[config.mk]
export PLATFORM = sky130hd
export DESIGN_NAME = strela_exec_sequencer
export DESIGN_NICKNAME = d
export VERILOG_FILES = /design/src/rtl/strela_seq_pkg.sv /design/src/rtl/strela_exec_sequencer.sv
export SDC_FILE = /design/constraint.sdc
export NUM_CORES = 1
export LEC_CHECK = 0
export BUFFER_PORTS_ARGS = -buffer_cell sky130_fd_sc_hd__buf_2
export CAP_MARGIN = 20
export CORE_MARGIN = 2
export CORE_UTILIZATION = 45
export DETAILED_ROUTE_END_ITERATION = 10
export GPL_TIMING_DRIVEN = 0
export PLACE_DENSITY = 0.72
export SLEW_MARGIN = 20
export SYNTH_ARGS = -nofsm -noshare
export SYNTH_HDL_FRONTEND = slang
export SYNTH_SLANG_ARGS = --single-unit
[constraint.sdc]
create_clock -name clk_i -period 4.4 [get_ports clk_i]
set_clock_uncertainty 0.15 [all_clocks]
set_input_delay 0.44 -clock clk_i [delete_from_list [all_inputs] [get_ports clk_i]]
set_output_delay 0.44 -clock clk_i [all_outputs]
set_load 0.02 [all_outputs]
[src/rtl/strela_seq_pkg.sv]
// Shared types and register map for the accelerator execution sequencer.
package strela_seq_pkg;

  // Sequencer phases; the encoding is visible in STATUS[9:8].
  typedef enum logic [1:0] {
    ST_IDLE    = 2'd0,
    ST_CFG     = 2'd1,
    ST_EXEC    = 2'd2,
    ST_CAPTURE = 2'd3
  } seq_state_e;

  // Register word indices.
  localparam logic [2:0] REG_CTRL      = 3'd0;
  localparam logic [2:0] REG_STATUS    = 3'd1;
  localparam logic [2:0] REG_CYC_CFG   = 3'd2;
  localparam logic [2:0] REG_CYC_EXEC  = 3'd3;
  localparam logic [2:0] REG_CYC_STALL = 3'd4;

  // CTRL write bits.
  localparam int CTRL_LOAD_CFG   = 0;
  localparam int CTRL_START_EXEC = 1;
  localparam int CTRL_IRQ_EN     = 2;
  localparam int CTRL_IRQ_CLR    = 3;

  // STATUS read bits.
  localparam int STAT_BUSY_CFG   = 0;
  localparam int STAT_BUSY_EXEC  = 1;
  localparam int STAT_CFG_DONE   = 2;
  localparam int STAT_EXEC_DONE  = 3;
  localparam int STAT_TIMEOUT    = 4;
  localparam int STAT_CMD_ERR    = 5;
  localparam int STAT_IRQ_PEND   = 6;
  localparam int STAT_IRQ_EN     = 7;
  localparam int STAT_STATE_LSB  = 8;
  localparam int STAT_STATE_MSB  = 9;

endpackage

[src/rtl/strela_exec_sequencer.sv]
// Bus-side initiator for the accelerator control unit: turns software CTRL
// writes into level commands, waits for the done flags (done must be seen low
// before a high counts), snapshots the perf counters and raises an interrupt.
//
// Register port handshake: a request is accepted in the cycle req_i is high
// (gnt_o mirrors req_i); exactly one cycle later rvalid_o pulses for one cycle
// with rdata_o (read data, or 0 for writes and unmapped words).
module strela_exec_sequencer
  import strela_seq_pkg::*;
#(
  parameter int TIMEOUT_CYCLES = 0,
  parameter int CNT_W          = 32
) (
  input  logic             clk_i,
  input  logic             rst_i,
  input  logic             req_i,
  input  logic             we_i,
  input  logic [2:0]       addr_i,
  input  logic [31:0]      wdata_i,
  output logic             gnt_o,
  output logic             rvalid_o,
  output logic [31:0]      rdata_o,
  output logic             load_configuration_o,
  output logic             start_execution_o,
  input  logic             data_config_done_i,
  input  logic             data_output_done_i,
  input  logic [CNT_W-1:0] cycle_count_load_config_i,
  input  logic [CNT_W-1:0] cycle_count_execute_i,
  input  logic [CNT_W-1:0] cycle_count_stall_i,
  output logic             irq_o,
  output seq_state_e       dbg_state_o
);

  localparam bit              WD_EN   = (TIMEOUT_CYCLES > 0);
  localparam logic [CNT_W-1:0] WD_LAST = CNT_W'(WD_EN ? TIMEOUT_CYCLES - 1 : 0);

  seq_state_e       state_q, state_d;
  logic             chain_q, seen_low_q, phase_exec_q;
  logic [CNT_W-1:0] wd_cnt_q;
  logic             cfg_done_q, exec_done_q, timeout_q, cmd_err_q;
  logic             irq_pend_q, irq_en_q;
  logic [CNT_W-1:0] snap_cfg_q, snap_exec_q, snap_stall_q;
  logic             rvalid_q;
  logic [31:0]      rdata_q;

  logic        ctrl_wr, cmd_load, cmd_start, cmd_any;
  logic        in_phase, done_in, wd_expire;
  logic        enter_cfg, enter_exec, cmd_accept, timeout_hit;
  logic        irq_set, irq_clr;
  logic [31:0] status_word, rd_data;
  logic [27:0] unused_wdata;

  assign unused_wdata = wdata_i[31:4];

  assign ctrl_wr   = req_i && we_i && (addr_i == REG_CTRL);
  assign cmd_load  = ctrl_wr && wdata_i[CTRL_LOAD_CFG];
  assign cmd_start = ctrl_wr && wdata_i[CTRL_START_EXEC];
  assign cmd_any   = cmd_load || cmd_start;

  assign in_phase  = (state_q == ST_CFG) || (state_q == ST_EXEC);
  // phase_exec_q is only meaningful while a phase is running
  assign done_in   = phase_exec_q ? data_output_done_i : data_config_done_i;
  assign wd_expire = WD_EN && (wd_cnt_q == WD_LAST);

  assign irq_set = (state_q == ST_CAPTURE) || timeout_hit;
  assign irq_clr = ctrl_wr && wdata_i[CTRL_IRQ_CLR];

  // Commands are decoded straight from the state so reset drops them on the same edge
  assign load_configuration_o = (state_q == ST_CFG);
  assign start_execution_o    = (state_q == ST_EXEC);
  assign irq_o                = irq_pend_q && irq_en_q;
  assign gnt_o                = req_i;
  assign rvalid_o             = rvalid_q;
  assign rdata_o              = rdata_q;
  assign dbg_state_o          = state_q;

  // Next-state logic and the one-cycle event strobes that drive the datapath
  always_comb begin
    state_d     = state_q;
    enter_cfg   = 1'b0;
    enter_exec  = 1'b0;
    cmd_accept  = 1'b0;
    timeout_hit = 1'b0;
    case (state_q)
      ST_IDLE: begin
        if (cmd_load) begin
          state_d    = ST_CFG;
          enter_cfg  = 1'b1;
          cmd_accept = 1'b1;
        end else if (cmd_start) begin
          state_d    = ST_EXEC;
          enter_exec = 1'b1;
          cmd_accept = 1'b1;
        end
      end
      ST_CFG, ST_EXEC: begin
        // A completion in the same cycle as the watchdog limit still counts
        if (done_in && seen_low_q) begin
          state_d = ST_CAPTURE;
        end else if (wd_expire) begin
          state_d     = ST_IDLE;
          timeout_hit = 1'b1;
        end
      end
      ST_CAPTURE: begin
        if (!phase_exec_q && chain_q) begin
          state_d    = ST_EXEC;
          enter_exec = 1'b1;
        end else begin
          state_d = ST_IDLE;
        end
      end
      default: state_d = ST_IDLE;
    endcase
  end

  // Phase bookkeeping: state, chain flag, done-low tracking and watchdog
  always_ff @(posedge clk_i) begin
    if (rst_i) begin
      state_q      <= ST_IDLE;
      chain_q      <= 1'b0;
      seen_low_q   <= 1'b0;
      phase_exec_q <= 1'b0;
      wd_cnt_q     <= '0;
    end else begin
      state_q <= state_d;

      if (enter_cfg) begin
        chain_q <= cmd_start;
      end else if ((state_q == ST_CAPTURE) || timeout_hit) begin
        chain_q <= 1'b0;
      end

      if (enter_cfg) begin
        phase_exec_q <= 1'b0;
      end else if (enter_exec) begin
        phase_exec_q <= 1'b1;
      end

      if (enter_cfg || enter_exec) begin
        seen_low_q <= 1'b0;
      end else if (in_phase && !done_in) begin
        seen_low_q <= 1'b1;
      end

      if (enter_cfg || enter_exec) begin
        wd_cnt_q <= '0;
      end else if (in_phase) begin
        wd_cnt_q <= wd_cnt_q + 1'b1;
      end
    end
  end

  // Sticky status, interrupt state and counter snapshots
  always_ff @(posedge clk_i) begin
    if (rst_i) begin
      cfg_done_q   <= 1'b0;
      exec_done_q  <= 1'b0;
      timeout_q    <= 1'b0;
      cmd_err_q    <= 1'b0;
      irq_pend_q   <= 1'b0;
      irq_en_q     <= 1'b0;
      snap_cfg_q   <= '0;
      snap_exec_q  <= '0;
      snap_stall_q <= '0;
    end else begin
      // An accepted command starts a fresh run, so old results are cleared
      if (cmd_accept) begin
        cfg_done_q  <= 1'b0;
        exec_done_q <= 1'b0;
        timeout_q   <= 1'b0;
        cmd_err_q   <= 1'b0;
      end
      if (cmd_any && (state_q != ST_IDLE)) begin
        cmd_err_q <= 1'b1;
      end
      if (state_q == ST_CAPTURE) begin
        if (phase_exec_q) begin
          exec_done_q <= 1'b1;
        end else begin
          cfg_done_q <= 1'b1;
        end
        snap_cfg_q   <= cycle_count_load_config_i;
        snap_exec_q  <= cycle_count_execute_i;
        snap_stall_q <= cycle_count_stall_i;
      end
      if (timeout_hit) begin
        timeout_q <= 1'b1;
      end

      if (ctrl_wr) begin
        irq_en_q <= wdata_i[CTRL_IRQ_EN];
      end
      // A new event wins over a clear in the same cycle
      if (irq_set) begin
        irq_pend_q <= 1'b1;
      end else if (irq_clr) begin
        irq_pend_q <= 1'b0;
      end
    end
  end

  // STATUS word assembly
  always_comb begin
    status_word                                 = '0;
    status_word[STAT_BUSY_CFG]                  = (state_q == ST_CFG);
    status_word[STAT_BUSY_EXEC]                 = (state_q == ST_EXEC);
    status_word[STAT_CFG_DONE]                  = cfg_done_q;
    status_word[STAT_EXEC_DONE]                 = exec_done_q;
    status_word[STAT_TIMEOUT]                   = timeout_q;
    status_word[STAT_CMD_ERR]                   = cmd_err_q;
    status_word[STAT_IRQ_PEND]                  = irq_pend_q;
    status_word[STAT_IRQ_EN]                    = irq_en_q;
    status_word[STAT_STATE_MSB:STAT_STATE_LSB]  = state_q;
  end

  // Read mux; CTRL is command-only and reads back as 0
  always_comb begin
    rd_data = '0;
    case (addr_i)
      REG_STATUS:    rd_data = status_word;
      REG_CYC_CFG:   rd_data = 32'(snap_cfg_q);
      REG_CYC_EXEC:  rd_data = 32'(snap_exec_q);
      REG_CYC_STALL: rd_data = 32'(snap_stall_q);
      default:       rd_data = '0;
    endcase
  end

  // Register-port response, one cycle after the grant
  always_ff @(posedge clk_i) begin
    if (rst_i) begin
      rvalid_q <= 1'b0;
      rdata_q  <= '0;
    end else begin
      rvalid_q <= req_i;
      rdata_q  <= (req_i && !we_i) ? rd_data : 32'd0;
    end
  end

endmodule

==> flow_summary.json <==
{
  "synthDistinctLibCells": 39,
  "die_x_um": 114,
  "drcViolationCount": 0,
  "post_cts_buffers": 0,
  "grt_util_met3_pct": 6.75,
  "ys_seq_area_share_pct": 51.2,
  "cts_buffers": 17,
  "period_share_pct": 46.2,
  "start_util_pct": 45.6,
  "clock_path_buffers": 2,
  "ir_drop_uv": 329,
  "synth-compound-area-share_pct": 8.22,
  "grt-ovfl-total": 0,
  "yosys_warnings": 0,
  "pin_count": 176,
  "die_area_um2": 13000,
  "syn-num-nets": 690,
  "layout_common_cells": "buf_2, nor2_1, dfxtp_1",
  "grt_use_total_pct": 22.8,
  "final_common_cell": "buf_2",
  "cts_resized": 0,
  "clk_pin_slew_ns": 0.06,
  "cp.arrival_ns": 1.44,
  "dr.pass1.iters": 5,
  "syn_inst": 548,
  "htreeDepth": 4,
  "use_met1_pct": 27.3,
  "hold_viol": 0,
  "p_leak_nw": 2.86,
  "drt_iter0_markers": 284,
  "fin_cells": 872,
  "wl_mm": 14.4,
  "hold_buffers": 0,
  "area_growth_syn_to_layout_pct": 28.1,
  "synthXorXnorAreaFrac_pct": 0,
  "layout.nets": 854,
  "cts_tree": "built",
  "synth_area_leaders": "dfxtp_1, mux2i_1, nor2_1, a21oi_1, buf_2",
  "num_rows": 40,
  "synth-simple-area-share_pct": 13.1,
  "core_area_um2": 11900,
  "fmax_mhz": 492,
  "synth_area_um2": 5440,
  "hold_class": "input port to flop",
  "clockRootBuffer": "clkbuf_16",
  "busiest_layer": "met2",
  "crit_fanout": 6,
  "slew_violations": 0,
  "grt_start_max_net_pins": 17,
  "antenna_found_initial": 0,
  "relSlewSlack_pct": 62.9,
  "crit_required_ns": 3.81,
  "n_fill_cell": 1045,
  "vias": 4490,
  "diodes": 0,
  "synth_top_area_share_pct": 51.2,
  "dp_cells": 840,
  "portBuffers": 145,
  "finalSetupViolCount": 0,
  "yosysTopAreaCell": "dfxtp_1",
  "cap_violations": 0,
  "syn_area_per_cell_um2": 9.92,
  "cp-end-kind": "output port",
  "ant_nets": 0,
  "drive_gt1_share_pct": 28.8,
  "total_power_w": 0.00315,
  "setup_tns_ns": 0,
  "place.gp.congestion": 0.838,
  "period_minus_slack_ns": 2.03,
  "use_met2_pct": 39.1,
  "clk_latency_ns": 0.42,
  "critPathKind": "flop to output port",
  "tightestPinTransition_ns": 0.557,
  "clock_sinks": 139,
  "vias_per_cell": 5.15,
  "synth_top_family_by_area": "multiplexers",
  "die_height_um": 114,
  "synthAdderAreaFrac_pct": 1.15,
  "muxShareOfSynthArea_pct": 22.3,
  "rrSetupSlack_ns": 2.39,
  "outcome": "complete, no violations",
  "power.density_nw_per_um2": 453,
  "dp_hpwl_mm": 10.3,
  "grt_pass1_vias": 4580,
  "ys_ff_latch": 139,
  "crit_path_start_kind": "flop",
  "wl_per_cell_um": 16.6,
  "grt_pass1_wl_mm": 22.9,
  "rsz0062_at_grt": "no"
}
## logic make-up (layout without fill, tap and decap cells)
| logic type | Yosys count | in the layout |
|---|---|---|
| mux | 121 | 121 |
| compound gates | 62 | 62 |
| fa+ha+maj | 5 | 5 |
| simple gates | 173 | 173 |
| buf+inv | 48 | 225 |
| flops | 139 | 139 |
## cell type report
class	instances	area, um^2	area share [%]
Clock buffer	26	539	7.74
Timing Repair Buffer	145	726	10.4
Buffer	40	193	2.77
Inverter	8	30.0	0.431
Clock inverter	6	80.1	1.15
Multi-Input combinational cell	361	2430	34.9
Sequential cell	139	2780	39.9
Tap cell	147	184	2.64
## Yosys cell counts
cell / n
nor2_1: 155
dfxtp_1: 139
mux2i_1: 121
a21oi_1: 27
buf_2: 22
clkbuf_1: 10
a222oi_1: 9
a22o_1: 9
inv_1: 8
buf_1: 5
ha_1: 5
nor2b_1: 5
a311oi_1: 3
a31oi_1: 3
buf_4: 2
nand2b_1: 2
a211oi_1: 1
a21oi_2: 1
a2bb2o_1: 1
a311o_1: 1
a31o_1: 1
a31o_2: 1
a41o_1: 1
and2_1: 1
and2_4: 1
and3_1: 1
and3b_1: 1
buf_6: 1
nand3_1: 1
nand4_1: 1
nor2_2: 1
nor3_2: 1
nor3b_2: 1
nor4b_1: 1
o211ai_2: 1
o21a_1: 1
o21ai_1: 1
o2bb2ai_1: 1
or2_2: 1
## critical path: stages, from the launching register on
cell and delay [ns]:
dfxtp_1 0.46, inv_1 0.13, ha_1 0.26, buf_2 0.17
## path summary, 6_finish.rpt
| path | to | depth (start not counted) | start |
|---|---|---|---|
| setup reg to reg | snap_cfg_q[12] | 5 | dbg_state_o[0] |
| setup / recovery | start_execution_o | 3 | dbg_state_o[0] |
| hold / removal | snap_cfg_q[9] | 3 | cycle_count_load_config_i[9] |
| hold reg to reg | rdata_o[15] | 2 | snap_stall_q[15] |
## metal layers
layer / vias to the layer above / wire length [um]
met2: 122 / 7100
met4: 0 / 323
met1: 2136 / 6230
li1: 2207 / -
met5: - / 0
met3: 25 / 790
## power breakdown
part           internal [W]  switching [W]
clock              0.000952       0.000521
sequential          0.00131      0.0000348
combinational      0.000145       0.000190
total               0.00241       0.000746
## through the flow
| stage | hold WS (ns) | area, um^2 | worst slack (ns) | util [%] |
|---|---|---|---|---|
| after detailed placement | 0.328 | 6350 | 2.38 | 53.3 |
| after global placement | 0.321 | 6350 | 2.40 | 53.3 |
| after floorplan | 0.283 | 5440 | 2.64 | - |
| after global routing | 0.0998 | 6970 | 2.20 | 58.5 |
| final | 0.104 | 6970 | 2.37 | 58.5 |
| after CTS | 0.101 | 6970 | 2.35 | 58.5 |
## state kept, by name (all words and copies together), names as in the netlist
name,cells
chain_q,1
dbg_state_o,2
snap_cfg_q,32
irq_pend_q,1
snap_stall_q,32
rvalid_o,1
rdata_o,32
snap_exec_q,32
seen_low_q,1
exec_done_q,1
cmd_err_q,1
cfg_done_q,1
phase_exec_q,1
irq_en_q,1
Power figures use the tool's default switching activity.
